$ cat src/rtl/reaction_delay_controller.sv
// rtl/reaction_delay_controller.sv - reaction timer round sequencer: random wait, go LED, reaction measurement
module reaction_delay_controller #(
  parameter int TICK_DIV     = 50000,
  parameter int MIN_DELAY_MS = 1000,
  parameter int RAND_BITS    = 12,
  parameter int MAX_REACT_MS = 9999
) (
  input  logic        clk,
  input  logic        rst_n,
  input  logic        start,
  input  logic        button,
  input  logic [15:0] randomNumber,
  output logic        randEnable,
  output logic        ledGo,
  output logic        busy,
  output logic [13:0] reactionMs,
  output logic        resultValid,
  output logic        falseStart,
  output logic        timeout
);

  localparam int PW = (TICK_DIV > 1) ? $clog2(TICK_DIV) : 1;
  localparam logic [PW-1:0] PRESC_MAX = PW'(TICK_DIV - 1);
  localparam logic [13:0] MIN_DELAY = 14'(MIN_DELAY_MS);
  localparam logic [13:0] MAX_REACT = 14'(MAX_REACT_MS);

  typedef enum logic [2:0] {
    S_IDLE,
    S_ARM_REQ,
    S_ARM_LATCH,
    S_WAIT,
    S_GO,
    S_DONE
  } state_t;

  state_t          state_q, state_d;
  logic            button_q;
  logic [PW-1:0]   presc_q, presc_d;
  logic [13:0]     delay_q, delay_d;
  logic [13:0]     react_q, react_d;
  logic            rand_en_q, rand_en_d;
  logic            led_go_q, led_go_d;
  logic            busy_q, busy_d;
  logic            valid_q, valid_d;
  logic            false_start_q, false_start_d;
  logic            timeout_q, timeout_d;

  logic            btn_rise;
  logic            tick;
  logic [13:0]     react_inc;
  logic [13:0]     rand_ext;
  logic            unused_rand_hi;

  // Only the low RAND_BITS of the PRNG word contribute to the wait.
  assign rand_ext       = 14'(randomNumber[RAND_BITS-1:0]);
  assign unused_rand_hi = ^randomNumber[15:RAND_BITS];

  assign btn_rise  = button & ~button_q;
  assign tick      = (presc_q == PRESC_MAX);
  assign react_inc = react_q + 14'd1;

  // Next-state and next-output logic; the prescaler only runs in WAIT and GO.
  always_comb begin
    state_d       = state_q;
    presc_d       = '0;
    delay_d       = delay_q;
    react_d       = react_q;
    rand_en_d     = 1'b0;
    led_go_d      = led_go_q;
    valid_d       = 1'b0;
    false_start_d = false_start_q;
    timeout_d     = timeout_q;

    case (state_q)
      S_IDLE, S_DONE: begin
        if (start) begin
          state_d       = S_ARM_REQ;
          rand_en_d     = 1'b1;
          react_d       = '0;
          false_start_d = 1'b0;
          timeout_d     = 1'b0;
        end
      end
      S_ARM_REQ: begin
        state_d = S_ARM_LATCH;
      end
      S_ARM_LATCH: begin
        delay_d = MIN_DELAY + rand_ext;
        state_d = S_WAIT;
      end
      S_WAIT: begin
        presc_d = tick ? '0 : presc_q + 1'b1;
        if (btn_rise) begin
          // An early press beats the final tick of the wait.
          false_start_d = 1'b1;
          state_d       = S_DONE;
        end else if (tick) begin
          if (delay_q == 14'd1) begin
            state_d  = S_GO;
            led_go_d = 1'b1;
            presc_d  = '0;
          end else begin
            delay_d = delay_q - 14'd1;
          end
        end
      end
      S_GO: begin
        presc_d = tick ? '0 : presc_q + 1'b1;
        if (btn_rise) begin
          // The press wins over a coincident tick, so the count is not bumped.
          valid_d  = 1'b1;
          led_go_d = 1'b0;
          state_d  = S_DONE;
        end else if (tick) begin
          react_d = react_inc;
          if (react_inc == MAX_REACT) begin
            timeout_d = 1'b1;
            led_go_d  = 1'b0;
            state_d   = S_DONE;
          end
        end
      end
      default: begin
        state_d  = S_IDLE;
        led_go_d = 1'b0;
      end
    endcase

    busy_d = (state_d == S_ARM_REQ) || (state_d == S_ARM_LATCH) ||
             (state_d == S_WAIT)    || (state_d == S_GO);
  end

  // State and registered outputs; reset drops everything to zero immediately.
  always_ff @(posedge clk or negedge rst_n) begin
    if (!rst_n) begin
      state_q       <= S_IDLE;
      button_q      <= 1'b0;
      presc_q       <= '0;
      delay_q       <= '0;
      react_q       <= '0;
      rand_en_q     <= 1'b0;
      led_go_q      <= 1'b0;
      busy_q        <= 1'b0;
      valid_q       <= 1'b0;
      false_start_q <= 1'b0;
      timeout_q     <= 1'b0;
    end else begin
      state_q       <= state_d;
      button_q      <= button;
      presc_q       <= presc_d;
      delay_q       <= delay_d;
      react_q       <= react_d;
      rand_en_q     <= rand_en_d;
      led_go_q      <= led_go_d;
      busy_q        <= busy_d;
      valid_q       <= valid_d;
      false_start_q <= false_start_d;
      timeout_q     <= timeout_d;
    end
  end

  assign randEnable  = rand_en_q;
  assign ledGo       = led_go_q;
  assign busy        = busy_q;
  assign reactionMs  = react_q;
  assign resultValid = valid_q;
  assign falseStart  = false_start_q;
  assign timeout     = timeout_q;

endmodule

$ cat config.mk
export PLATFORM = sky130hd
export DESIGN_NAME = reaction_delay_controller
export DESIGN_NICKNAME = d
export VERILOG_FILES = /design/src/rtl/reaction_delay_controller.sv
export SDC_FILE = /design/constraint.sdc
export NUM_CORES = 1
export LEC_CHECK = 0
export CAP_MARGIN = 30
export CORE_UTILIZATION = 50
export DETAILED_ROUTE_END_ITERATION = 8
export PLACE_DENSITY = 0.84
export RECOVER_POWER = 25
export SLEW_MARGIN = 0
export SYNTH_ARGS = -nofsm -noshare
export SYNTH_HDL_FRONTEND = slang
export SYNTH_SLANG_ARGS = --single-unit
$ cat constraint.sdc
create_clock -name clk -period 2.3 [get_ports clk]
set_input_delay 0.46 -clock clk [delete_from_list [all_inputs] [get_ports clk]]
set_output_delay 0.46 -clock clk [all_outputs]
set_load 0.1 [all_outputs]
# Word-level counts from Yosys, hierarchy flattened
# Index checks and enable logic that the tools add are counted.
[word_totals]
input_bits = 20
elab_cells = 94
register_bits = 54
output_inout_bits = 20
[op_classes]
eq_ne = 23
mux = 39
n_reduce_logical = 14
addsub = 4
n_bitwise = 3
[op_table]
columns = ["operator", "n"]
rows = [
  ["$mux W14", 6],
  ["$mux W16", 4],
  ["$pmux W14 S2", 2],
  ["$pmux W16 S2", 1],
  ["$mux W3", 7],
  ["$ne A2 B2 Y1 const B", 9],
  ["$add A16 B1 Y16 const B", 1],
  ["$eq A16 B16 Y1 const B", 1],
  ["$mux W1", 15],
  ["$pmux W3 S5", 1],
  ["$add A14 B1 Y14 const B", 1],
  ["$eq A14 B1 Y1 const B", 1],
  ["$eq A14 B14 Y1 const B", 1],
  ["$sub A14 B1 Y14 const B", 1],
  ["$add A10 B12 Y13 const A", 1],
  ["$eq A3 B2 Y1 const B", 4],
  ["$eq A3 B3 Y1 const B", 3],
  ["$reduce_and A4 Y1", 2],
  ["$eq A3 B1 Y1 const B", 2],
  ["$ne A3 B3 Y1 const B", 2],
  ["$reduce_and A6 Y1", 1],
  ["$reduce_bool A2 Y1", 3],
  ["$reduce_and A5 Y1", 1],
  ["$pmux W1 S2", 2],
  ["other kinds (8)", 11],
]

# Logic depth before layout (Yosys ltp)
# Gate-level depths: netlist of run 1.
[depth]
word_depth = 10
mapped_depth = 10
ltp_nobuf = 9

# Least setup slack after synthesis of run 1
# Ideal clock, no wire load.
[synth_path]
path_kind = "register to register"
from = "reg reactionMs[0] (netlist name)"
to = "reg false_start_q, in the netlist falseStart"
t_required_ns = 2.180
synth_period_minus_slack_ns = 2.995
arrival_ns = 2.876
n_path_buf = 0
slack_ns = -0.695
setup_time_ns = 0.120
stages_incl_launch_ff = 9
path_cell_list = "dfrtp_1 ha_1 nand4_1 or3_1 a221oi_1 o211ai_1 o41ai_2 o2111a_2 nor2_1"
[synth_lines]
columns = ["element", "line_no", "rtl"]
rows = [
  ["end signal, assigned", "157", "false_start_q <= false_start_d;"],
  ["end, declared", "45", "logic false_start_q, false_start_d;"],
]

==> impl_metrics.ini, run 1 <==
[status]
status = finished, violations left
violations = capacitance limit, slew limit, setup timing

[synthesis]
synth.distinct_cells = 53
ys_ff_latch = 54
synth.area.top_cells = dfrtp_1 43%, nor2_1 6.4%, o21ai_0 4.4%
yosys.area.top_type = dfrtp_1
synth-edff-count = 0
synth_common_cells = 54 x dfrtp_1, 54 x nor2_1, 28 x o21ai_0, 26 x nand2_1, 25 x a21oi_1
ys_warn_count = 0
synth_ff_type = dfrtp_1
synth_cells = 367
netlist.area_leader.share_pct = 42.7
syn_area_um2 = 3170
yosysSeqAreaShare_pct = 42.7
ys_async_sr_fraction_pct = 100
synth_nets = 393
syn-mean-instance-area_um2 = 8.63

[final_layout]
layout.nets = 462
post-route-util_pct = 67.3
n_antenna_cell = 0
drive_gt1_share_pct = 24.5
fin_area_um2 = 4050
areaGrowthSynthToFinish_pct = 28.0

[sta]
hold_violations = 0
fmax_mhz = 431
max-slew-margin-rel_pct = -23.5
period_share_pct = 101
setup_violations = 1
period_minus_slack_ns = 2.32
finalMaxSlewViolations = 34
fin_worst_skew_ns = 0.0117
fin_tns_setup_ns = -0.0202
rsz0062_at_grt = true
worst_slack_ns = -0.0202
tightestPinTransition_ns = 1.85

[clocking]
insertion_delay_ns = 0.32
cts_hold_buf = 0
clk_pin_slew_ns = 0.10
clockRootBuffer = clkbuf_8
cts_buffer_depth = 2
htree_levels = 2
numCtsBuffers = 5
cts_sinks = 54
cts_tree = built

[place]
gp_congestion = 0.872
port_buffers = 35
hpwlAfterDp_mm = 5.41
postPlaceCellArea_um2 = 3790

[routing]
wire_per_inst_um = 15.2
ant_nets = 0
drtPass1Iterations = 5
drc = 0
viasPerCell = 5.99
drt_iter0_markers = 266
wl_mm = 7.80
vias = 3066

[die]
core-area_um2 = 6030
die_area_um2 = 6660
die_y_um = 81.6
start_util_pct = 52.6
io_pins = 40
rows = 28
dieWidth_um = 81.6

[global_routing]
overflow = 0
grt_pass1_wl_mm = 13.1
antenna_found_initial = 0
grt_usage_pct = 25.2
grt_pass1_vias = 2944
grt_max_degree = 34

[critical_path]
worstPathRequired_ns = 2.52
end_kind = flop
critPathArrivalTime_ns = 2.54
start_kind = flop
worstPathMaxFanout = 6
rrSetupSlack_ns = -0.02
worstSetupPathType = reg -> reg

[power]
peakVddDrop_v = 0.000678
p_leak_nw = 1.68
total_power_w = 0.00418
powerDensity_nw_per_um2 = 1030

[flow_run]
cap_violations = 1

[worst_hold_path]
hold_class = reg -> reg
-- critical path, stage by stage (launching register included) --
cell and delay, ns:
dfrtp_4 0.46, ha_4 0.17, nand4_1 0.11, or3_4 0.37, a221oi_4 0.27, o211ai_1 0.16
o41ai_2 0.35, o2111a_2 0.28, nor2_1 0.04
-- state kept, by name, indices dropped and copies added, names as in the netlist --
name	cells
busy	1
button_q	1
delay_q	14
falseStart	1
ledGo	1
presc_q	16
randEnable	1
reactionMs	14
resultValid	1
state_q	3
timeout	1
-- worst paths after layout --
kind | depth (start not counted) | startpoint | end
min in group asynchronous | 1 | rst_n | reactionMs[2]
max reg2reg | 8 | reactionMs[0] | falseStart
max | 8 | reactionMs[0] | falseStart
min | 2 | delay_q[7] | delay_q[7]
min reg2reg | 2 | delay_q[7] | delay_q[7]
max in group asynchronous | 1 | rst_n | reactionMs[0]
-- cells by family (layout without fill, tap and decap cells) --
group / after synthesis / in the layout / share of synthesized area (%)
AOI/OAI and AO/OA: 106 / 106 / 20.4
xor gates and xnor gates: 23 / 23 / 6.36
adders and majority gates: 6 / 6 / 2.37
buffers and inverters: 28 / 97 / 3.99
DFF: 54 / 54 / 42.7
muxes: 1 / 1 / 0.316
and+or+nand+nor: 149 / 150 / 23.9
-- report_power, final --
group	internal, W	switching, W	total (W)
Combinational	0.000696	0.00137	0.00207
Sequential	0.00119	0.000263	0.00146
Clock	0.000330	0.000333	0.000664
Total	0.00222	0.00197	0.00418
-- what timing repair did --
action / in CTS / in global routing
resized for setup: 7 / 16
cloned: 0 / 1
hold endpoints to repair: 0 / 0
endpoints found under the setup margin: 12 / 30
pin swaps: 2 / 4
setup buffers: 4 / 3
-- placed cells by master, fill, tap and decap left out, drive strengths merged, types with 2 or more instances in the layout --
master / instances
or4: 4
nand4: 3
clkinv: 2
nor2b: 2
a32oi: 2
a31oi: 9
nand2: 26
nor4: 8
buf: 61
a21oi: 25
inv: 13
o211ai: 4
o31ai: 8
nor2: 54
xor2: 12
o22a: 3
xnor2: 11
o41ai: 2
dfrtp: 54
clkdlybuf4s50: 13
ha: 6
clkbuf: 6
and4: 3
nor3: 8
and3: 7
o21ai: 44
or2: 4
or3: 8
nand2b: 3
nand3: 16
-- routing by layer --
layer	vias up	global-route usage [%]	wire [um]	share of wire, %
li1	1472	-	-	-
met1	1445	32.9	3400	44
met2	123	41.3	3730	48
met3	26	4.00	456	5.8
met4	0	11.2	210	2.7
met5	-	0	0	0
-- per-stage QoR --
stage / hold WS, ns / worst slack, ns / std cells
after floorplan: 0.164 / -0.0702 / 367
final: 0.535 / -0.0202 / 512
after CTS: 0.237 / -0.00960 / 508
after global placement: 0.487 / -0.126 / 496
after global routing: 0.568 / -0.146 / 512
after detailed placement: 0.501 / -0.212 / 496
-- layout make-up --
| cell class | count | area, um^2 |
|---|---|---|
| inverter | 13 | 48.8 |
| clock buffer | 5 | 68.8 |
| clock inverter | 3 | 47.5 |
| sequential | 54 | 1380 |
| multi-input combinational | 286 | 1800 |
| tap | 75 | 93.8 |
| timing repair buffer | 76 | 613 |
| fill | 480 | 1970 |
Note: power is estimated with default switching activity, not from simulation.
==> run 2, diff against run 1 <==
--- a/config.mk
+++ b/config.mk
@@ -8,8 +8,8 @@
 export CAP_MARGIN = 30
 export CORE_UTILIZATION = 50
 export DETAILED_ROUTE_END_ITERATION = 8
+export HOLD_SLACK_MARGIN = 0.15
 export PLACE_DENSITY = 0.84
-export RECOVER_POWER = 25
 export SLEW_MARGIN = 0
 export SYNTH_ARGS = -nofsm -noshare
 export SYNTH_HDL_FRONTEND = slang
==> run 2 against run 1 <==
Against the previous run:
- fmax is 0.12% higher
- clock-buffer cell count stayed put
- wire length is 0.28% higher
- final area hardly changed
- combinational power hardly changed
- power is 0.13% higher
- worst hold slack worse by 0.33 ns
- non-clock buffer count stayed put
- worst setup slack better by 0.0027 ns
- sequential share of layout area hardly changed
- register-to-register slack hardly changed
- the run ends with setup timing left
- first-iteration DRC count stayed put
==> impl_metrics.ini, run 2 (synthesized netlist as in run 1, its figures left out) <==
[status]
status = finished, violations left
violations = setup timing

[place]
dp_slack_ns = -0.212
port_buffers = 35
postPlaceCellArea_um2 = 3790
dp.cells = 496
hpwlAfterDp_mm = 5.41
gp_congestion = 0.872

[clocking]
clockRootBuffer = clkbuf_8
insertion_delay_ns = 0.32
htree_levels = 2
cts_tree = built
cts_hold_buf = 0
cts_buffer_depth = 2
clk_pin_slew_ns = 0.11
cts_sinks = 54
numCtsBuffers = 5

[power]
total_power_w = 0.00419
seq_power_share_pct = 34.8
pwr-share-comb_pct = 49.3
peakVddDrop_v = 0.000680
clkPwrFrac_pct = 15.9
internal_power_w = 0.00222
switching_share_pct = 47.0
p_switching_w = 0.00197
p_leak_nw = 1.69
powerDensity_nw_per_um2 = 1030

[global_routing]
antenna_found_initial = 0
grt_pass1_wl_mm = 13.1
grt_usage_pct = 25.2
grt_max_degree = 34
grt_pass1_vias = 2944
overflow = 0

[sta]
rsz0062_at_grt = true
worst_slack_ns = -0.0174
max-slew-margin-rel_pct = 48.7
tightestPinTransition_ns = 0.770
fin_worst_skew_ns = 0.0123
period_share_pct = 101
period_minus_slack_ns = 2.32
finalMaxSlewViolations = 0
hold_violations = 0
setup_violations = 1
fmax_mhz = 432

[die]
start_util_pct = 52.6
die_y_um = 81.6
rows = 28
core-area_um2 = 6030
dieWidth_um = 81.6
io_pins = 40
die_area_um2 = 6660

[final_layout]
fin_area_um2 = 4060
areaGrowthSynthToFinish_pct = 28.0
layout.nets = 462
top_register = presc_q
n_antenna_cell = 0
fillers = 480
drive_gt1_share_pct = 24.7
layout.cells.non_filler = 512
final_cell_mix = 59 x buf_4, 54 x nor2_1, 43 x dfrtp_1
largest_reg_flops = 16
post-route-util_pct = 67.3
final_common_cell = buf_4

[critical_path]
end_kind = flop
startpoint = reactionMs[0]
worstPathMaxFanout = 6
worstPathRequired_ns = 2.52
rr_startpoint = reactionMs[0]
rrSetupSlack_ns = -0.02
critPathArrivalTime_ns = 2.54
worstSetupPathType = reg -> reg
start_kind = flop

[routing]
drtPass1Iterations = 5
wire_per_inst_um = 15.3
viasPerCell = 5.99
ant_nets = 0
drc = 0
wl_mm = 7.82
vias = 3067
drt_iter0_markers = 266

[worst_hold_path]
hold_class = in -> async

[flow_run]
cap_violations = 0
==> run 2: cell types whose count changed in the layout (fill, tap and decap cells not counted) <==
| cell | change |
|---|---|
| dlygate4sd3_1 | -1 |
| clkbuf_1 | -1 |
| clkdlybuf4s50_1 | +1 |
| buf_2 | +1 |
==> run 2: metal layers <==
metal,GRT usage (%),part of all wire (%)
met5,0,0
met4,11.2,2.6
met3,4.00,5.4
met2,41.3,48
met1,32.9,44
==> run 2: path summary, 6_finish.rpt <==
check | cells after the start | to
worst max-delay path | 8 | falseStart
worst min-delay path | 1 | reactionMs[2]
worst max register to register | 8 | falseStart
worst min register to register | 2 | delay_q[7]
max in group asynchronous | 2 | presc_q[9]
min in group clk | 2 | delay_q[7]
==> run 2: repair_timing <==
item,in CTS,in global routing
endpoints found under the hold margin,0,0
setup buffers,4,3
cloned,0,1
pin swaps,2,4
resized for setup,7,16
endpoints found under the setup margin,12,30
==> run 2: critical path, cell delays in order (launching register included) <==
cell and delay, ns:
dfrtp_4 0.46, ha_4 0.17, nand4_1 0.11, or3_4 0.37, a221oi_4 0.27, o211ai_1 0.16, o41ai_2 0.35, o2111a_2 0.28
nor2_1 0.04
==> run 2: layout make-up <==
class / count / area, um^2 / share of cell area, %
repair buffers: 76 / 614 / 15.1
inverters: 13 / 48.8 / 1.20
well taps: 75 / 93.8 / 2.31
flip-flops and latches: 54 / 1380 / 34.0
clock inverters: 3 / 47.5 / 1.17
multi-input cells: 286 / 1800 / 44.5
clock buffers: 5 / 68.8 / 1.70
==> run 2: power groups by stage <==
stage	clock, W	sequential, W	combinational, W
floorplan	0	0.00197	0.000846
global placement	0	0.00143	0.00190
detailed placement	0	0.00145	0.00196
CTS	0.000677	0.00144	0.00199
global route	0.000714	0.00150	0.00225
finish	0.000667	0.00146	0.00207
==> run 2: stage by stage <==
| step | hold slack (ns) | setup TNS, ns |
|---|---|---|
| after floorplan | 0.164 | -0.248 |
| after global placement | 0.487 | -1.02 |
| after detailed placement | 0.501 | -2.16 |
| after CTS | 0.237 | -0.0212 |
| after global routing | 0.276 | -0.857 |
| final | 0.203 | -0.0174 |
